===== src/rtl/bcd_to_bin_if.sv =====
`default_nettype none
// ============================================================================
//  Module      : bcd_to_bin_if
//  Description : Start/done handshake bundle for the sequential BCD-to-binary
//                converter.
//  Revision    : 1.0 - initial release
// ============================================================================
interface bcd_to_bin_if #(
    parameter int DIGITS = 3,
    parameter int BIN_W  = 10
);
    logic                  start;
    logic [4*DIGITS-1:0]   bcd_in;
    logic                  ready;
    logic                  busy;
    logic                  done;
    logic [BIN_W-1:0]      bin_out;
    logic                  err;

    modport master (
        output start, bcd_in,
        input  ready, busy, done, bin_out, err
    );

    modport slave (
        input  start, bcd_in,
        output ready, busy, done, bin_out, err
    );
endinterface
`default_nettype wire


===== src/rtl/bcd_to_bin_seq.sv =====
`default_nettype none
// ============================================================================
//  Module      : bcd_to_bin_seq
//  Description : Packed-BCD to binary converter, reverse double-dabble, one
//                result bit per clock. Define BCD_DIGIT_CHECK_EN to flag
//                digits above 9 and skip the conversion.
//  Revision    : 1.0 - initial release
// ============================================================================
module bcd_to_bin_seq #(
    parameter int DIGITS = 3,
    parameter int BIN_W  = 10
) (
    input  wire logic    clk,
    input  wire logic    rst_n,
    bcd_to_bin_if.slave  bus
);
    localparam int c_sr_w  = 4 * DIGITS;
    localparam int c_cnt_w = $clog2(c_sr_w + 1);
    localparam logic [c_cnt_w-1:0] c_last_cnt = c_cnt_w'(c_sr_w - 1);

    typedef enum logic [1:0] {
        S_IDLE  = 2'd0,
        S_LOAD  = 2'd1,
        S_SHIFT = 2'd2,
        S_DONE  = 2'd3
    } state_t;

    state_t               r_state;
    state_t               w_state_next;
    logic [c_sr_w-1:0]    r_bcd_sr;
    logic [c_sr_w-1:0]    r_bin_sr;
    logic [c_sr_w-1:0]    w_bcd_shift;
    logic [c_sr_w-1:0]    w_bcd_next;
    logic [c_sr_w-1:0]    w_bin_next;
    logic [c_cnt_w-1:0]   r_cnt;
    logic [BIN_W-1:0]     r_bin_out;
    logic                 w_last;
    logic                 w_invalid;
    logic                 w_ready;
    logic                 w_busy;
    logic                 w_done;

    // Shift the combined {bcd,bin} register right by one.
    assign {w_bcd_shift, w_bin_next} = {1'b0, r_bcd_sr, r_bin_sr[c_sr_w-1:1]};
    assign w_last = (r_cnt == c_last_cnt);

    // A bit falling into a digit's MSB carries weight 5 (10/2), not 8: subtract 3.
    generate
        for (genvar gi = 0; gi < DIGITS; gi++) begin : g_digit
            logic [3:0] w_lane;
            assign w_lane = w_bcd_shift[4*gi +: 4];
            assign w_bcd_next[4*gi +: 4] = (w_lane >= 4'd8) ? (w_lane - 4'd3) : w_lane;
        end
    endgenerate

`ifdef BCD_DIGIT_CHECK_EN
    logic [DIGITS-1:0] w_digit_bad;
    logic              r_err;

    generate
        for (genvar gi = 0; gi < DIGITS; gi++) begin : g_check
            assign w_digit_bad[gi] = (r_bcd_sr[4*gi +: 4] > 4'd9);
        end
    endgenerate

    assign w_invalid = |w_digit_bad;

    always_ff @(posedge clk or negedge rst_n) begin
        if (!rst_n) begin
            r_err <= 1'b0;
        end else if ((r_state == S_LOAD) && w_invalid) begin
            r_err <= 1'b1;
        end else if ((r_state == S_SHIFT) && w_last) begin
            r_err <= 1'b0;
        end
    end

    assign bus.err = r_err;
`else
    assign w_invalid = 1'b0;
    assign bus.err   = 1'b0;
`endif

    always_ff @(posedge clk or negedge rst_n) begin
        if (!rst_n) begin
            r_state <= S_IDLE;
        end else begin
            r_state <= w_state_next;
        end
    end

    always_comb begin
        w_state_next = r_state;
        w_ready      = 1'b0;
        w_busy       = 1'b0;
        w_done       = 1'b0;
        case (r_state)
            S_IDLE: begin
                w_ready = 1'b1;
                if (bus.start) begin
                    w_state_next = S_LOAD;
                end
            end
            S_LOAD: begin
                w_busy       = 1'b1;
                w_state_next = w_invalid ? S_DONE : S_SHIFT;
            end
            S_SHIFT: begin
                w_busy = 1'b1;
                if (w_last) begin
                    w_state_next = S_DONE;
                end
            end
            S_DONE: begin
                w_done       = 1'b1;
                w_state_next = S_IDLE;
            end
            default: begin
                w_state_next = S_IDLE;
            end
        endcase
    end

    always_ff @(posedge clk or negedge rst_n) begin
        if (!rst_n) begin
            r_bcd_sr  <= '0;
            r_bin_sr  <= '0;
            r_cnt     <= '0;
            r_bin_out <= '0;
        end else begin
            case (r_state)
                S_IDLE: begin
                    if (bus.start) begin
                        r_bcd_sr <= bus.bcd_in;
                        r_bin_sr <= '0;
                        r_cnt    <= '0;
                    end
                end
                S_LOAD: begin
                    if (w_invalid) begin
                        r_bin_out <= '0;
                    end
                end
                S_SHIFT: begin
                    r_bcd_sr <= w_bcd_next;
                    r_bin_sr <= w_bin_next;
                    r_cnt    <= r_cnt + 1'b1;
                    if (w_last) begin
                        r_bin_out <= w_bin_next[BIN_W-1:0];
                    end
                end
                default: begin
                end
            endcase
        end
    end

    assign bus.ready   = w_ready;
    assign bus.busy    = w_busy;
    assign bus.done    = w_done;
    assign bus.bin_out = r_bin_out;

endmodule
`default_nettype wire


===== src/flat_wrapper.sv =====
// flat-port wrapper written by rule: the top's interface ports become plain ports
module bcd_to_bin_seq_flat 
#(
    parameter int DIGITS = 3,
    parameter int BIN_W  = 10
)
  (clk, rst_n, bus_start, bus_bcd_in, bus_ready, bus_busy, bus_done, bus_bin_out, bus_err);
  bcd_to_bin_if #(.DIGITS(DIGITS), .BIN_W(BIN_W)) bus_i ();
  input  wire logic clk;
  input  wire logic rst_n;
  input wire logic [$bits(bus_i.start)-1:0] bus_start;
  input wire logic [$bits(bus_i.bcd_in)-1:0] bus_bcd_in;
  output wire logic [$bits(bus_i.ready)-1:0] bus_ready;
  output wire logic [$bits(bus_i.busy)-1:0] bus_busy;
  output wire logic [$bits(bus_i.done)-1:0] bus_done;
  output wire logic [$bits(bus_i.bin_out)-1:0] bus_bin_out;
  output wire logic [$bits(bus_i.err)-1:0] bus_err;
  assign bus_i.start = bus_start;
  assign bus_i.bcd_in = bus_bcd_in;
  assign bus_ready = bus_i.ready;
  assign bus_busy = bus_i.busy;
  assign bus_done = bus_i.done;
  assign bus_bin_out = bus_i.bin_out;
  assign bus_err = bus_i.err;
  bcd_to_bin_seq #(.DIGITS(DIGITS), .BIN_W(BIN_W)) u_core (.clk(clk), .rst_n(rst_n), .bus(bus_i));
endmodule

===== config.mk =====
export PLATFORM = sky130hd
export DESIGN_NAME = bcd_to_bin_seq_flat
export DESIGN_NICKNAME = d
export VERILOG_FILES = /design/src/rtl/bcd_to_bin_if.sv /design/src/rtl/bcd_to_bin_seq.sv /design/src/flat_wrapper.sv
export SDC_FILE = /design/constraint.sdc
export NUM_CORES = 1
export LEC_CHECK = 0
export CAP_MARGIN = 20
export CORE_MARGIN = 10
export CORE_UTILIZATION = 55
export CTS_BUF_LIST = sky130_fd_sc_hd__clkbuf_4 sky130_fd_sc_hd__clkbuf_8
export CTS_CLUSTER_SIZE = 20
export DETAILED_ROUTE_END_ITERATION = 10
export HOLD_SLACK_MARGIN = 0.15
export PLACE_DENSITY = 0.78
export SYNTH_ARGS = -nofsm -noshare
export SYNTH_HDL_FRONTEND = slang
export SYNTH_SLANG_ARGS = --single-unit

===== constraint.sdc =====
create_clock -name clk -period 2 [get_ports clk]
set_clock_uncertainty 0.05 [all_clocks]
set_input_delay 0.6 -clock clk [delete_from_list [all_inputs] [get_ports clk]]
set_output_delay 0.6 -clock clk [all_outputs]
set_load 0.01 [all_outputs]

==> out/qor.csv, run 1 <==
stage,metric,value,unit
clock_tree,clock sinks,39,
grt,pin count of the biggest net entering global routing,32,
outcome,outcome,"finished, final reports clean",
power_and_ir_drop,leak pwr,1.09,nW
floorplan,Boundary Pins,29,
route,Pre-antenna DRT Iters,4,
power_and_ir_drop,Max VDD drop,948,uV
setup_path,"critical path fanouts, max",2,
route,mean number of vias per cell,5.42,
synth,compound-cell area share of the yosys netlist,0.139,
synth,post-synthesis mux area share,0.119,
route,DRT Wirelength,3.47,mm
clock_tree,clk slew on worst S/H paths,0.12,ns
synth,yosys warns,0,
setup_path,Crit. End Element,output pin,
timing,Final Hold Vio Count,0,
clock_tree,Clock Latency Late Sink,0.35,ns
synth,number of library cell types mapped by synthesis,30,
synth,largest family of logic cells by synthesized area,compound AO/OA/AOI/OAI gates,
synth,adder-cell area share of the yosys netlist,0.0549,
floorplan,Die H,77.6,um
clock_tree,CTS Buffer Depth,2,
clock_tree,TritonCTS clock tree,yes,
synth,Synth Instances,154,
setup_path,WS Path Type,reg2out,
route,DRT antenna net count,0,
final_layout,share of cells above drive strength 1,0.169,
route,via count,1264,
timing,Final period util,0.974,
power_and_ir_drop,total power density per cell area,1300,mW/mm^2
setup_path,Arrival @ worst endpoint,1.30,ns
synth,XOR/XNOR Fraction of Synth Area,0.0192,
timing,RSZ-0062 raised after global routing,no,
placement,Port Buffers,27,
final_layout,nets@finish,211,
timing,crit path time final,1.95,ns
synth,Seq cells post-synth,39,
synth,Syn Nets,177,
timing,Setup TNS,0,ns
synth,Mean Syn Cell Area,11.8,sq um
synth,Post-Synth Simple-Gate Area,0.0885,
final_layout,antenna cells,0,
final_layout,P&R area growth vs syn,24.4,%
synth,post-synthesis cell area,0.00182,sq mm
route,DRC viols,0,
synth,post-synth top area share,0.535,
setup_path,Worst EP required,1.35,ns
placement,dpl hpwl,2.59,mm
timing,Final Slew Violations,0,
grt,vias in the first global route,1351,
route,Initial DRC Count,72,
timing,fmax,0.513,GHz
floorplan,Starting Density,0.587,
synth,ranking of synthesized cells by area,"dfrtp_1 (54%), mux2_2 (6.8%), a22o_1 (5.8%)",
floorplan,DIE AREA,0.00602,sq mm
floorplan,Core ar.,0.00310,sq mm
clock_tree,Root Buffer,clkbuf_4,
setup_path,reg2reg start,u_core.r_state[0]$_DFFE_PN0P_,
clock_tree,Num CTS Buffers,5,
final_layout,# fillers,242,
job,Max-Cap Viols,0,
floorplan,Row Count,20,
setup_path,end of the critical path,bus_done,
grt,GRT overflow,0,
synth,sequential share of the synthesized area,0.535,
grt,initial antenna violation count,0,
setup_path,CP Launch Point,u_core.r_state[0]$_DFFE_PN0P_,
clock_tree,H-tree Lvls,2,
worst_hold_path,worst hold path type,reg2reg,
setup_path,worst reg-to-reg setup slack,0.16,ns
final_layout,utilization after layout,0.731,
timing,final setup fails,0,
floorplan,die width,77.6,um
setup_path,CP Launch Type,flip-flop,
route,wire per inst,14.9,um
placement,GPL Wtd Cong,0.763,
setup_path,Worst R2R End,u_core.r_cnt[3]$_DFFE_PN0P_,
grt,first-pass GRT wire length,5.92,mm
synth,Yosys top cell by area,dfrtp_1,
setup_path,R2R depth,6,
grt,gr usage total,0.116,
metal layers:
metal  GRT usage  vias to the layer above  wire (um)
li1            -                      607          -
met1       0.131                      632       1500
met4      0.0420                        0         20
met2       0.204                       21       1830
met3      0.0300                        4        124
met5           0                        -          0
synth_stat cells (all sizes together):
master,n
ha,8
a21oi,1
dfrtp,39
conb,1
o21ai,9
nor2b,4
a211oi,2
xor2,2
mux2i,8
or4b,1
o221ai,3
nand3b,2
nand2b,4
xnor2,2
nand3,3
a22o,12
o22a,1
buf,7
a21o,4
nor3,2
nor2,2
mux2,11
nand2,12
nand4b,1
a221oi,2
clkbuf,3
inv,8
logic make-up (layout without fill, tap and decap cells):
| kind of cell | after synthesis | after routing |
|---|---|---|
| compound gates | 34 | 34 |
| xor+xnor | 4 | 4 |
| fa+ha+maj | 8 | 8 |
| buf+inv | 18 | 53 |
| flops | 39 | 39 |
| mux | 19 | 19 |
| other cells | 1 | 1 |
| simple gates | 31 | 31 |
where the power goes:
part / total (mW) / internal (mW) / switching, mW
Combinational: 1.25 / 0.602 / 0.643
Sequential: 1.16 / 0.980 / 0.184
Clock: 0.531 / 0.263 / 0.268
Total: 2.94 / 1.85 / 1.10
sequential cells by signal, summed over array words and instances, names as in the netlist:
register,cells
u_core.bus.bin_out,10
u_core.r_state,2
u_core.r_bin_sr,11
u_core.r_bcd_sr,12
u_core.r_cnt,4
cell type report:
type                       count  area [sq um]  area share
multi-input combinational     97           772       0.341
tap                           44          55.1      0.0243
inverter                       8          30.0      0.0132
clock inverter                 3          43.8      0.0193
sequential                    39           976       0.430
timing repair buffer          37           353       0.156
clock buffer                   5          37.5      0.0166
critical path, cell delays in order, from the launching register on:
cell and delay [ns]:
dfrtp_1 0.40, buf_4 0.14, ha_1 0.18, clkdlybuf4s15_1 0.23
stage by stage:
step	area (sq um)	instances	worst slack [ns]	hold WS [ns]	power, mW
2_1_floorplan	1820	154	0.285	0.254	2.04
3_3_place_gp	2160	222	-0.147	0.418	2.33
3_5_place_dp	2160	222	-0.243	0.437	2.43
4_1_cts	2270	233	0.0162	0.464	2.97
5_1_grt	2270	233	0.00356	0.482	3.16
6_report	2270	233	0.0521	0.460	2.94
how the worst min path moves through the flow:
stage,from,to,depth (start not counted)
after floorplan,rst_n,u_core.bus.bin_out[0]$_DFFE_PN0P_,0
after global placement,u_core.r_bcd_sr[10]$_DFFE_PN0P_,u_core.r_bcd_sr[10]$_DFFE_PN0P_,2
after detailed placement,u_core.r_bcd_sr[11]$_DFFE_PN0P_,u_core.r_bcd_sr[11]$_DFFE_PN0P_,2
after CTS,u_core.r_bcd_sr[11]$_DFFE_PN0P_,u_core.r_bcd_sr[11]$_DFFE_PN0P_,2
after global routing,u_core.bus.bin_out[8]$_DFFE_PN0P_,u_core.bus.bin_out[8]$_DFFE_PN0P_,1
final,u_core.r_bcd_sr[9]$_DFFE_PN0P_,u_core.r_bcd_sr[9]$_DFFE_PN0P_,2
cell usage in the layout (no fill, tap or decap), types with 2 or more instances in the layout:
cell type        count
o221ai_1             3
nand3b_1             2
ha_1                 8
inv_1                8
a22o_1              12
mux2i_1              7
nor2b_1              3
mux2_2              11
a221oi_1             2
a21o_1               4
nor3_1               2
nand2b_1             4
a211oi_1             2
clkdlybuf4s50_1     23
o21ai_0              9
dfrtp_1             39
buf_4                7
clkbuf_4             5
nand2_1             12
nand3_1              3
xor2_1               2
xnor2_1              2
nor2_1               2
what timing repair did:
action,CTS,global route
gates resized for setup,5,3
setup endpoints to repair,14,15
endpoints found under the hold margin,14,0
pin swaps,0,0
buffers inserted,2,0
hold buffers,1,0
cloned,0,0
Note: power is estimated with default switching activity, not from simulation.
==> inputs of run 2 (changes only) <==
--- a/config.mk
+++ b/config.mk
@@ -9,7 +9,7 @@
 export CORE_MARGIN = 10
 export CORE_UTILIZATION = 55
 export CTS_BUF_LIST = sky130_fd_sc_hd__clkbuf_4 sky130_fd_sc_hd__clkbuf_8
-export CTS_CLUSTER_SIZE = 20
+export CTS_CLUSTER_SIZE = 30
 export DETAILED_ROUTE_END_ITERATION = 10
 export HOLD_SLACK_MARGIN = 0.15
 export PLACE_DENSITY = 0.78
==> results of run 2 <==
No change in the layout: final DEF, timing and power equal those of run 1.
==> inputs of run 3 (changes only) <==
==> constraint.sdc (replaced) <==
create_clock -name clk -period 1.9 [get_ports clk]
set_clock_uncertainty 0.05 [all_clocks]
set_input_delay 0.57 -clock clk [delete_from_list [all_inputs] [get_ports clk]]
set_output_delay 0.57 -clock clk [all_outputs]
set_load 0.01 [all_outputs]
==> run 3 against run 2 <==
  * Count of clock-buffer cells in the layout is 1 higher
  * Setup slack improved by 0.0081 ns
  * Sequential power is 6% higher
  * Sequential cell count is the same
  * Clock power up 30%
  * Die area unchanged
  * Largest power group unchanged
  * Global-route usage is 0.77 points higher
  * Critical path depth unchanged
  * Via count up 1.7%
  * Final area grew 6.1%
  * Cell count is 2.6% higher
  * Core utilization rose by 4.5 points
==> out/qor.csv, run 3 (synthesis results as in run 1) <==
stage,metric,value,unit
floorplan,Row Count,20,
grt,GRT overflow,0,
route,via count,1285,
placement,Placed Area,0.00218,sq mm
setup_path,WS Path Type,reg2out,
final_layout,Reg area,976,sq um
final_layout,Finished Cell Area,0.00241,sq mm
floorplan,Starting Density,0.587,
grt,gr usage total,0.123,
power_and_ir_drop,total power density per cell area,1460,mW/mm^2
setup_path,R2R depth,7,
final_layout,utilization after layout,0.775,
floorplan,DIE AREA,0.00602,sq mm
worst_hold_path,worst hold path type,reg2reg,
floorplan,die width,77.6,um
power_and_ir_drop,Comb power frac,0.456,
final_layout,nets@finish,217,
timing,Final Hold Vio Count,0,
final_layout,"commonest cells after routing, fill and taps aside","dfrtp_1 (39), clkdlybuf4s50_1 (13), a22o_1 (12), nand2_1 (12), buf_4 (12)",
power_and_ir_drop,Clock Power Share,0.196,
timing,worst hold slack,0.448,ns
route,wire per inst,15.8,um
setup_path,reg2reg start,u_core.r_state[0]$_DFFE_PN0P_,
clock_tree,CTS Buffer Depth,2,
floorplan,Boundary Pins,29,
timing,final setup fails,0,
power_and_ir_drop,net switching power,1.22,mW
placement,Port Buffers,27,
setup_path,CP Launch Type,flip-flop,
power_and_ir_drop,Seq pwr share,0.348,
setup_path,end of the critical path,bus_done,
grt,pin count of the biggest net entering global routing,32,
clock_tree,H-tree Lvls,2,
route,Pre-antenna DRT Iters,4,
timing,crit path time final,1.84,ns
power_and_ir_drop,leak pwr,1.34,nW
final_layout,"commonest non-fill, non-tap cell in the layout",dfrtp_1,
setup_path,Worst R2R End,u_core.r_cnt[3]$_DFFE_PN0P_,
final_layout,# fillers,219,
placement,dpl ws,-0.258,ns
clock_tree,Root Buffer,clkbuf_4,
placement,dpl hpwl,2.57,mm
route,Initial DRC Count,61,
power_and_ir_drop,cell internal pwr,2.30,mW
final_layout,max reg flops,12,
clock_tree,clock sinks,39,
final_layout,register bank with the most flops,u_core.r_bcd_sr,
setup_path,Crit. End Element,output pin,
setup_path,CP Launch Point,u_core.r_state[0]$_DFFE_PN0P_,
route,DRT Wirelength,3.78,mm
grt,vias in the first global route,1357,
clock_tree,Num CTS Buffers,5,
worst_hold_path,Worst Min Path Start,u_core.r_bcd_sr[9]$_DFFE_PN0P_,
floorplan,Die H,77.6,um
setup_path,"critical path fanouts, max",2,
final_layout,P&R area growth vs syn,32.0,%
timing,Final Slew Violations,0,
route,DRT antenna net count,0,
floorplan,Core ar.,0.00310,sq mm
grt,initial antenna violation count,0,
timing,setup ws final,0.0602,ns
setup_path,Worst EP required,1.28,ns
job,Max-Cap Viols,0,
grt,first-pass GRT wire length,6.15,mm
power_and_ir_drop,Sw Ratio,0.347,
power_and_ir_drop,Max VDD drop,956,uV
setup_path,Arrival @ worst endpoint,1.22,ns
power_and_ir_drop,Final Power,3.52,mW
timing,Final period util,0.968,
final_layout,multi-input logic area,793,sq um
timing,fmax,0.544,GHz
route,mean number of vias per cell,5.38,
outcome,outcome,"finished, final reports clean",
clock_tree,clk slew on worst S/H paths,0.11,ns
placement,GPL Wtd Cong,0.725,
clock_tree,Clock Latency Late Sink,0.34,ns
final_layout,share of cells above drive strength 1,0.226,
clock_tree,TritonCTS clock tree,yes,
route,DRC viols,0,
final_layout,antenna cells,0,
setup_path,worst reg-to-reg setup slack,0.08,ns
-- run 3: cell types whose count changed in the layout (fill, tap and decap cells not counted), sizes merged --
| cell | before | now |
|---|---|---|
| dlymetal6s2s | 0 | 10 |
| clkdlybuf4s15 | 1 | 0 |
| dlygate4sd2 | 1 | 0 |
| clkbuf | 6 | 8 |
| clkdlybuf4s50 | 23 | 13 |
| bufinv | 1 | 2 |
| buf | 10 | 17 |
| clkinv | 2 | 0 |
-- run 3: worst max-delay path, cell delays in order, from the launching register on --
cell and delay, ns:
dfrtp_1 0.41, buf_4 0.14, ha_1 0.18, buf_2 0.14
-- run 3: how the worst min path moves through the flow --
| stage | end | slack (ns) | depth (start not counted) |
|---|---|---|---|
| 6_report | u_core.r_bcd_sr[9]$_DFFE_PN0P_ | 0.45 | 2 |
| 5_1_grt | u_core.r_bcd_sr[9]$_DFFE_PN0P_ | 0.47 | 2 |
| 4_1_cts | u_core.r_bcd_sr[9]$_DFFE_PN0P_ | 0.45 | 2 |
| 2_1_floorplan | u_core.bus.bin_out[0]$_DFFE_PN0P_ | 0.22 | 0 |
| 3_5_place_dp | u_core.r_bcd_sr[9]$_DFFE_PN0P_ | 0.43 | 2 |
| 3_3_place_gp | u_core.r_bcd_sr[10]$_DFFE_PN0P_ | 0.42 | 2 |
-- run 3: cell type report --
| type | instances | area share |
|---|---|---|
| repair buffers | 43 | 0.186 |
| clock inverters | 2 | 0.0250 |
| flip-flops and latches | 39 | 0.406 |
| clock buffers | 6 | 0.0187 |
| inverters | 8 | 0.0125 |
| well taps | 44 | 0.0229 |
| multi-input cells | 97 | 0.330 |
-- run 3: through the flow --
| step | setup TNS [ns] | cells |
|---|---|---|
| 2_1_floorplan | 0 | 154 |
| 3_3_place_gp | -2.89 | 224 |
| 3_5_place_dp | -3.86 | 224 |
| 4_1_cts | 0 | 234 |
| 5_1_grt | -0.0254 | 239 |
| 6_report | 0 | 239 |
-- run 3: power groups by stage --
stage / clock, mW / combinational, mW / sequential, mW
floorplan: 0 / 0.957 / 1.19
global placement: 0 / 1.26 / 1.22
detailed placement: 0 / 1.34 / 1.24
CTS: 0.703 / 1.34 / 1.22
global route: 0.741 / 1.78 / 1.25
finish: 0.689 / 1.60 / 1.23
-- run 3: repair_timing --
| item | in CTS | in global routing |
|---|---|---|
| endpoints found under the hold margin | 20 | 0 |
| cloned | 0 | 1 |
| hold buffers | 1 | 0 |
| setup buffers | 1 | 4 |
| setup endpoints to repair | 17 | 18 |
| pin swaps | 0 | 2 |
| gates resized for setup | 10 | 21 |
-- run 3: layer usage --
layer / GRT usage / vias to the layer above / share of wire / routed length [um]
met5: 0 / - / 0 / 0
met4: 0.0383 / 0 / 0.016 / 62
met3: 0.0472 / 9 / 0.046 / 173
met2: 0.217 / 31 / 0.51 / 1920
met1: 0.134 / 621 / 0.43 / 1630
li1: - / 624 / - / -
